### src/rtl/mem_stage_lsu.sv
// Memory-stage load/store unit: steers store lanes, extends loads and
// stalls the pipeline across a req/ready data-memory handshake.
module mem_stage_lsu #(
    parameter int TIMEOUT = 16
) (
    input  logic        clk,
    input  logic        reset_n,
    input  logic        MemReadM,
    input  logic [1:0]  MemWriteM,
    input  logic [2:0]  LoadSizeM,
    input  logic [31:0] ALUResultM,
    input  logic [31:0] WriteDataM,
    output logic [31:0] ReadDataM,
    output logic        StallM,
    output logic        DoneM,
    output logic        ErrM,
    output logic        mem_req,
    output logic        mem_we,
    output logic [31:0] mem_addr,
    output logic [3:0]  mem_be,
    output logic [31:0] mem_wdata,
    input  logic        mem_ready,
    input  logic [31:0] mem_rdata
);

    typedef enum logic [1:0] {
        S_IDLE,
        S_BUSY,
        S_DONE
    } state_t;

    localparam logic [7:0] TO_LAST = 8'(TIMEOUT - 1);

    state_t      state_q, state_d;
    logic [7:0]  cnt_q, cnt_d;
    logic        req_q, req_d;
    logic        we_q, we_d;
    logic [31:0] addr_q, addr_d;
    logic [3:0]  be_q, be_d;
    logic [31:0] wdata_q, wdata_d;
    logic [2:0]  lsize_q, lsize_d;
    logic [1:0]  lo_q, lo_d;
    logic [31:0] rdata_q, rdata_d;
    logic        done_q, done_d;
    logic        terr_q, terr_d;

    logic [1:0]  a_lo;
    logic        is_st;
    logic        is_ld;
    logic        pend;
    logic        misal;
    logic        bad_code;
    logic        illegal;
    logic [3:0]  be_n;
    logic [31:0] wd_n;
    logic [31:0] rsh;
    logic [15:0] hw;
    logic [31:0] ld_ext;

    assign a_lo    = ALUResultM[1:0];
    assign is_st   = |MemWriteM;
    assign is_ld   = MemReadM & ~is_st;
    assign pend    = is_st | is_ld;
    assign illegal = pend & (misal | bad_code);

    // A store always wins over a load presented in the same cycle.
    always_comb begin
        misal    = 1'b0;
        bad_code = 1'b0;
        be_n     = 4'b1111;
        wd_n     = '0;
        unique case (1'b1)
            MemWriteM == 2'b01: begin
                misal = |a_lo;
                wd_n  = WriteDataM;
            end
            MemWriteM == 2'b10: begin
                misal = a_lo[0];
                be_n  = a_lo[1] ? 4'b1100 : 4'b0011;
                wd_n  = {2{WriteDataM[15:0]}};
            end
            MemWriteM == 2'b11: begin
                be_n = 4'b0001 << a_lo;
                wd_n = {4{WriteDataM[7:0]}};
            end
            default: begin
                unique case (LoadSizeM)
                    3'b000:         misal    = |a_lo;
                    3'b011, 3'b100: misal    = a_lo[0];
                    3'b001, 3'b010: misal    = 1'b0;
                    default:        bad_code = 1'b1;
                endcase
            end
        endcase
    end

    always_comb begin
        rsh = mem_rdata >> {lo_q, 3'b000};
        hw  = lo_q[1] ? mem_rdata[31:16] : mem_rdata[15:0];
        unique case (lsize_q)
            3'b001:  ld_ext = {{24{rsh[7]}}, rsh[7:0]};
            3'b010:  ld_ext = {24'd0, rsh[7:0]};
            3'b011:  ld_ext = {{16{hw[15]}}, hw};
            3'b100:  ld_ext = {16'd0, hw};
            default: ld_ext = mem_rdata;
        endcase
    end

    always_comb begin
        state_d = state_q;
        cnt_d   = cnt_q;
        req_d   = req_q;
        we_d    = we_q;
        addr_d  = addr_q;
        be_d    = be_q;
        wdata_d = wdata_q;
        lsize_d = lsize_q;
        lo_d    = lo_q;
        rdata_d = rdata_q;
        done_d  = 1'b0;
        terr_d  = 1'b0;
        StallM  = 1'b0;
        ErrM    = 1'b0;
        unique case (state_q)
            S_IDLE: begin
                // Held in reset, nothing is stalled or flagged.
                if (pend && reset_n) begin
                    if (illegal) begin
                        ErrM = 1'b1;
                    end else begin
                        StallM  = 1'b1;
                        req_d   = 1'b1;
                        we_d    = is_st;
                        addr_d  = {ALUResultM[31:2], 2'b00};
                        be_d    = be_n;
                        wdata_d = wd_n;
                        lsize_d = LoadSizeM;
                        lo_d    = a_lo;
                        cnt_d   = '0;
                        state_d = S_BUSY;
                    end
                end
            end
            S_BUSY: begin
                StallM = 1'b1;
                cnt_d  = cnt_q + 8'd1;
                if (mem_ready) begin
                    req_d   = 1'b0;
                    we_d    = 1'b0;
                    done_d  = 1'b1;
                    state_d = S_DONE;
                    if (!we_q) begin
                        rdata_d = ld_ext;
                    end
                end else if (cnt_q == TO_LAST) begin
                    req_d   = 1'b0;
                    we_d    = 1'b0;
                    rdata_d = '0;
                    done_d  = 1'b1;
                    terr_d  = 1'b1;
                    state_d = S_DONE;
                end
            end
            S_DONE: begin
                ErrM    = terr_q;
                state_d = S_IDLE;
            end
            default: state_d = S_IDLE;
        endcase
    end

    always_ff @(posedge clk or negedge reset_n) begin
        if (!reset_n) begin
            state_q <= S_IDLE;
            cnt_q   <= '0;
            req_q   <= 1'b0;
            we_q    <= 1'b0;
            addr_q  <= '0;
            be_q    <= '0;
            wdata_q <= '0;
            lsize_q <= '0;
            lo_q    <= '0;
            rdata_q <= '0;
            done_q  <= 1'b0;
            terr_q  <= 1'b0;
        end else begin
            state_q <= state_d;
            cnt_q   <= cnt_d;
            req_q   <= req_d;
            we_q    <= we_d;
            addr_q  <= addr_d;
            be_q    <= be_d;
            wdata_q <= wdata_d;
            lsize_q <= lsize_d;
            lo_q    <= lo_d;
            rdata_q <= rdata_d;
            done_q  <= done_d;
            terr_q  <= terr_d;
        end
    end

    assign mem_req   = req_q;
    assign mem_we    = we_q;
    assign mem_addr  = addr_q;
    assign mem_be    = be_q;
    assign mem_wdata = wdata_q;
    assign ReadDataM = rdata_q;
    assign DoneM     = done_q;

endmodule

### config.mk
export PLATFORM = sky130hd
export DESIGN_NAME = mem_stage_lsu
export DESIGN_NICKNAME = d
export VERILOG_FILES = /design/src/rtl/mem_stage_lsu.sv
export SDC_FILE = /design/constraint.sdc
export NUM_CORES = 1
export LEC_CHECK = 0
export BUFFER_PORTS_ARGS = -buffer_cell sky130_fd_sc_hd__buf_2
export CORE_ASPECT_RATIO = 1.25
export CORE_MARGIN = 5
export CORE_UTILIZATION = 50
export DETAILED_ROUTE_END_ITERATION = 12
export PLACE_DENSITY = 0.8
export SETUP_SLACK_MARGIN = 0.1
export SLEW_MARGIN = 20
export SYNTH_ARGS = -nofsm -noshare
export SYNTH_HDL_FRONTEND = slang
export SYNTH_SLANG_ARGS = --single-unit
### constraint.sdc
create_clock -name clk -period 2.62 [get_ports clk]
set_clock_uncertainty 0.2 [all_clocks]
set_input_delay 0.524 -clock clk [delete_from_list [all_inputs] [get_ports clk]]
set_output_delay 0.524 -clock clk [all_outputs]
set_load 0.01 [all_outputs]
[Yosys cells after proc, flatten, opt, wreduce, memory -nomap -nowiden]
Index checks and enable logic that the tools add are counted.
Widths: inputs -> output; s select.
Storage, ports and cells
  register bits: 117
Operators by class
  add/subtract/negate cells: 1
  eq/ne operators: 18
  shift-type cells: 2
  mux-type cells: 39
  bitwise gates (word level): 6
  reduce and logical (&&, ||, !) cells: 15
Operator list (count)
  $pmux 32 s4: 1
  $mux 32: 3
  $pmux 32 s3: 1
  $shr 32x5->8: 1
  $mux 1: 17
  $mux 16: 1
  $mux 8: 2
  $pmux 8 s2: 1
  $eq 3x2->1 const B: 4
  $reduce_and 3->1: 4
  $pmux 1 s2: 5
  $add 8x1->8 const B: 1
  $eq 8x4->1 const B: 1
  $mux 2: 4
  $pmux 4 s2: 1
  $eq 2x2->1 const B: 3
  $eq 3x1->1 const B: 2
  $eq 3x3->1 const B: 2
  $ne 2x2->1 const B: 3
  $reduce_or 2->1: 3
  $reduce_or 5->1: 1
  $eq 2x1->1 const B: 2
  $mux 4: 1
  $pmux 2 s2: 1
  12 further kinds: 16

[Logic depth before layout (Yosys ltp)]
  depth in word-level cells: 9
  depth in mapped cells: 9
  depth with buffers taken out: 7

[Least setup slack after synthesis]
Ideal clock, no wire load.
  path type: input -> output
  start point: input port LoadSizeM[2]
  end point: output port StallM
  arrival time: 1.699 ns
  data required time: 1.896 ns
  slack: 0.197 ns
  stages on the path: 4
  path buffers: 0
  cells stage by stage: nor4b_1 > nor3_4 > a221oi_2 > inv_1
On the way
  cells in the longest elaborated chain, start to end: 9
RTL lines
  start: declaration: RTL line 10  | input logic [2:0] LoadSizeM,
  $eq 3x2->1, or another cell as far along: RTL line 87  | unique case (LoadSizeM)
  $reduce_or 2->1 / $reduce_or 5->1 (equally long branches)
  $pmux 1 s2 / $mux 1 (equally long branches): RTL line 87
  $pmux 1 s3 / $mux 1 (equally long branches): RTL line 72  | unique case (1'b1)
  $or 1x1->1 (*): RTL line 64  | assign illegal = pend & (misal | bad_code);
  $and 1x1->1 (*): RTL line 64
  $mux 1 (*): RTL line 128  | if (illegal) begin
  $mux 1 (*): RTL line 127  | if (pend && reset_n) begin
  $pmux 1 s2 (*): RTL line 124  | unique case (state_q)
  end: declaration: RTL line 14  | output logic StallM,
Mark *: on every way between the ends. The rest lies on a longest branch, timed or not.

[Worst setup path in the final report]
  start point: input port LoadSizeM[0]
  end point: output port StallM
Same word-level chain as after synthesis.

==> metrics.txt <==
status=finished, final reports clean; total gr overflow=0; first-pass GRT wire length=29,300 µm; sequential share of the synthesized area=48.6%; part of the power in the clock network=27.1%; number of synthesized flops with an enable pin=0; crit-path cells=buf_2, xnor2_1, a2111oi_0, buf_4, a221oi_4, inv_2, buf_6; Final GP Congestion=0.871; final net count=1,016; max_slew headroom=38.9%; logic gate share of total power=38.2%; Seq pwr share=34.7%; gr usage total=25.5%; post-synthesis adder-cell area fraction=0.208%; initial DRC count=386; IO Pins=210; overall via count from detail_route=6,149; largest net degree at the start of global routing=76; CP Capture Type=output pin; crit-path max FO=4; WP data arrival=1.87 ns; P_sw=3.21 mW; antenna violations before repair=1; cell area power density=1040 nW/µm²; CTS root buffer=clkbuf_16; Critical Path Start Type=input port; number of global-route vias before repair=5,902; pins over their slew limit=0; Die W=108 µm; multiplexer area fraction after synthesis=3.20%; final period utilization=98.8%; Netlist cell types=53; worst r2r path cells=7; Via density=5.67; Die H=133 µm; Starting Density=51.4%; Compound-Gate Fraction of Synth Area=20.0%; ant diodes=0; Area Overhead vs Synth=32.1%; Peak VDD IR=554 µV; Final Critical Period=2.59 ns; fmax=0.386 GHz; CP Class=input port to output pin; CP required=1.90 ns; Yosys reg bits=117; final WL=18,500 µm; post-synthesis xor/xnor area fraction=1.02%; final hold viol count=0; Int Pwr=5.07 mW; Die ar.=14,400 µm²; WL per Instance=17.1 µm; yosys warns=0; CP endpoint=StallM; core box area=11,700 µm²; Top FF cell, synth=dfrtp_1; r2r endpoint=ReadDataM[23]$_DFFE_PN0P_; RSZ-0062 raised after global routing=true; # fillers=991; flop-to-flop setup slack=0.32 ns; CTS tree=yes; PortBufs=207; max cap viols=0; Worst path max stage delay=0.55 ns; FP Rows=44; simple-gate share of the synthesized area=22.5%; Clk pin slew, worst setup/hold paths=0.06 ns; asr flop ratio synth=100%; Clock Tree Buf Depth=2; multi-input logic area=2900 µm²; HP Class=input port to asynchronous set/reset pin; Synth Cell Area=6020 µm²; share of post-route cells with drive strength above 1=32.5%; post-route cell area=7960 µm²; post-DP HPWL=13,100 µm; DP Area=7270 µm²; number of CTS-inserted buffers=17; R2R Path Start=cnt_q[0]$_DFFE_PN0P_; cell count after synthesis=705; Worst-Skew Late Latency=0.40 ns; clock sink count=117; leakage=3.92 nW; total power=8.27 mW; largest family of logic cells by synthesized area=simple AND/OR/NAND/NOR gates; Clock H-tree levels=4; Residual DRC=0; Avg Cell Area, Syn=8.54 µm²; CP startpoint=LoadSizeM[0]; register area=2930 µm²; actual slew at the worst max-slew pin=0.917 ns; cell with the biggest individual delay on the critical path=a2111oi_0; Switching Share=38.8%; Routed Antenna Nets=0; DRT Pass-1 Iters=5; count of final setup violators=0
==> per-stage QoR <==
step           hold slack (ns)  setup TNS, ns  std cells  util, %  setup slack (ns)
6_report                0.0158              0       1084     67.8            0.0303
3_3_place_gp             0.253              0       1048     62.0            0.0327
5_1_grt                 0.0566              0       1084     67.8           0.00438
4_1_cts                 0.0280              0       1083     67.4             0.108
3_5_place_dp             0.254         -0.264       1048     62.0           -0.0600
2_1_floorplan           0.0284              0        706        -             0.197
==> cells by family after synthesis <==
group / count (synthesis)
xor+xnor: 7
buf+inv: 59
simple gates: 318
other cells: 1
flops: 117
fa+ha+maj: 1
compound gates: 185
mux: 17
==> synthesized netlist by cell type (2+ instances only) <==
| master | n | area share (%) |
|---|---|---|
| clkbuf_1 | 31 | 1.9 |
| buf_1 | 2 | 0.12 |
| o31ai_1 | 25 | 3.1 |
| inv_1 | 5 | 0.31 |
| buf_4 | 4 | 0.50 |
| nor2_1 | 68 | 4.2 |
| or3_1 | 4 | 0.42 |
| dfrtp_1 | 117 | 49 |
| nand3_1 | 15 | 1.2 |
| mux2_2 | 8 | 1.5 |
| a31oi_1 | 26 | 2.7 |
| o21a_1 | 2 | 0.25 |
| a221oi_2 | 6 | 1.5 |
| xnor2_1 | 7 | 1.0 |
| mux2i_1 | 8 | 1.3 |
| nor2b_1 | 13 | 1.4 |
| buf_2 | 15 | 1.2 |
| a221oi_1 | 4 | 0.58 |
| a22o_1 | 2 | 0.29 |
| nand3b_1 | 2 | 0.25 |
| a211oi_1 | 8 | 1.0 |
| o211ai_1 | 11 | 1.4 |
| a21oi_1 | 47 | 3.9 |
| nor3_1 | 5 | 0.42 |
| and2_1 | 3 | 0.31 |
| o21ai_0 | 39 | 3.2 |
| nand2b_1 | 3 | 0.31 |
| and3_1 | 2 | 0.21 |
| a21o_1 | 2 | 0.25 |
| a22oi_1 | 7 | 0.87 |
| nand2_1 | 192 | 12 |
==> critical path: cells and delay by family <==
family / cells / cell delay, ns
AOI/OAI and AO/OA: 2 / 0.62
buffers and inverters: 4 / 0.57
xor gates and xnor gates: 1 / 0.14
==> cell type report <==
type,instances,share of cell area (%)
sequential,117,36.8
clock buffer,18,5.52
multi-input combinational,530,36.5
clock inverter,14,1.78
tap,161,2.53
timing repair buffer,238,16.6
inverter,6,0.283
==> power groups by stage <==
stage	Sequential [mW]	Combinational [mW]	Clock [mW]
after global routing	2.95	3.51	2.35
after global placement	2.88	3.03	0
final	2.87	3.16	2.24
after detailed placement	2.86	3.13	0
after CTS	2.86	3.15	2.27
after floorplan	3.10	1.62	0
==> timing repair <==
action / 4_1_cts / 5_1_grt
buffers inserted: 3 / 1
setup endpoints to repair: 2 / 2
gates resized for setup: 5 / 11
hold buffers: 0 / 0
pin swaps: 3 / 4
==> flip-flops by register name (all words and copies together), names as in the netlist <==
register   count
terr_q         1
cnt_q          8
state_q        2
mem_be         4
ReadDataM     32
mem_wdata     32
mem_req        1
lsize_q        3
lo_q           2
mem_we         1
mem_addr      30
DoneM          1
==> layout by cell type, fill, tap and decap left out, drive strengths merged, types with 2 or more instances in the layout <==
| master | netlist | routed |
|---|---|---|
| nand2 | 192 | 192 |
| nor3 | 7 | 7 |
| a21o | 2 | 2 |
| buf | 22 | 237 |
| a22oi | 7 | 7 |
| clkinv | 1 | 6 |
| o21a | 2 | 2 |
| inv | 5 | 11 |
| or3 | 4 | 4 |
| nor2 | 68 | 68 |
| nor3b | 2 | 2 |
| clkbuf | 31 | 19 |
| mux2 | 8 | 8 |
| and3 | 2 | 2 |
| nor2b | 13 | 13 |
| o31ai | 25 | 25 |
| o211ai | 12 | 12 |
| nand3 | 15 | 15 |
| conb | 1 | 2 |
| a31oi | 26 | 26 |
| a21oi | 47 | 47 |
| a221oi | 10 | 10 |
| clkinvlp | 0 | 2 |
| nand2b | 3 | 3 |
| a22o | 2 | 2 |
| a211oi | 8 | 8 |
| o21ai | 40 | 40 |
| xnor2 | 7 | 7 |
| nand3b | 3 | 3 |
| dfrtp | 117 | 117 |
| and2 | 3 | 3 |
| mux2i | 8 | 8 |
==> worst min path at each step <==
stage | cells after the start | end | slack [ns] | start
floorplan | 0 | DoneM$_DFF_PN0_ | 0.03 | reset_n
global placement | 2 | mem_wdata[0]$_DFFE_PN0P_ | 0.25 | mem_wdata[0]$_DFFE_PN0P_
detailed placement | 2 | mem_wdata[0]$_DFFE_PN0P_ | 0.25 | mem_wdata[0]$_DFFE_PN0P_
CTS | 2 | mem_wdata[21]$_DFFE_PN0P_ | 0.03 | reset_n
global route | 2 | ReadDataM[18]$_DFFE_PN0P_ | 0.06 | reset_n
finish | 2 | mem_wdata[21]$_DFFE_PN0P_ | 0.02 | reset_n
==> layer usage <==
metal / global-route usage, % / wire length [µm] / vias to the layer above
li1: - / - / 2851
met1: 31.9 / 7260 / 2933
met2: 40.8 / 8780 / 330
met3: 8.24 / 1990 / 33
met4: 9.89 / 453 / 2
met5: 0 / 13 / -
Note: power is estimated with default switching activity, not from simulation.
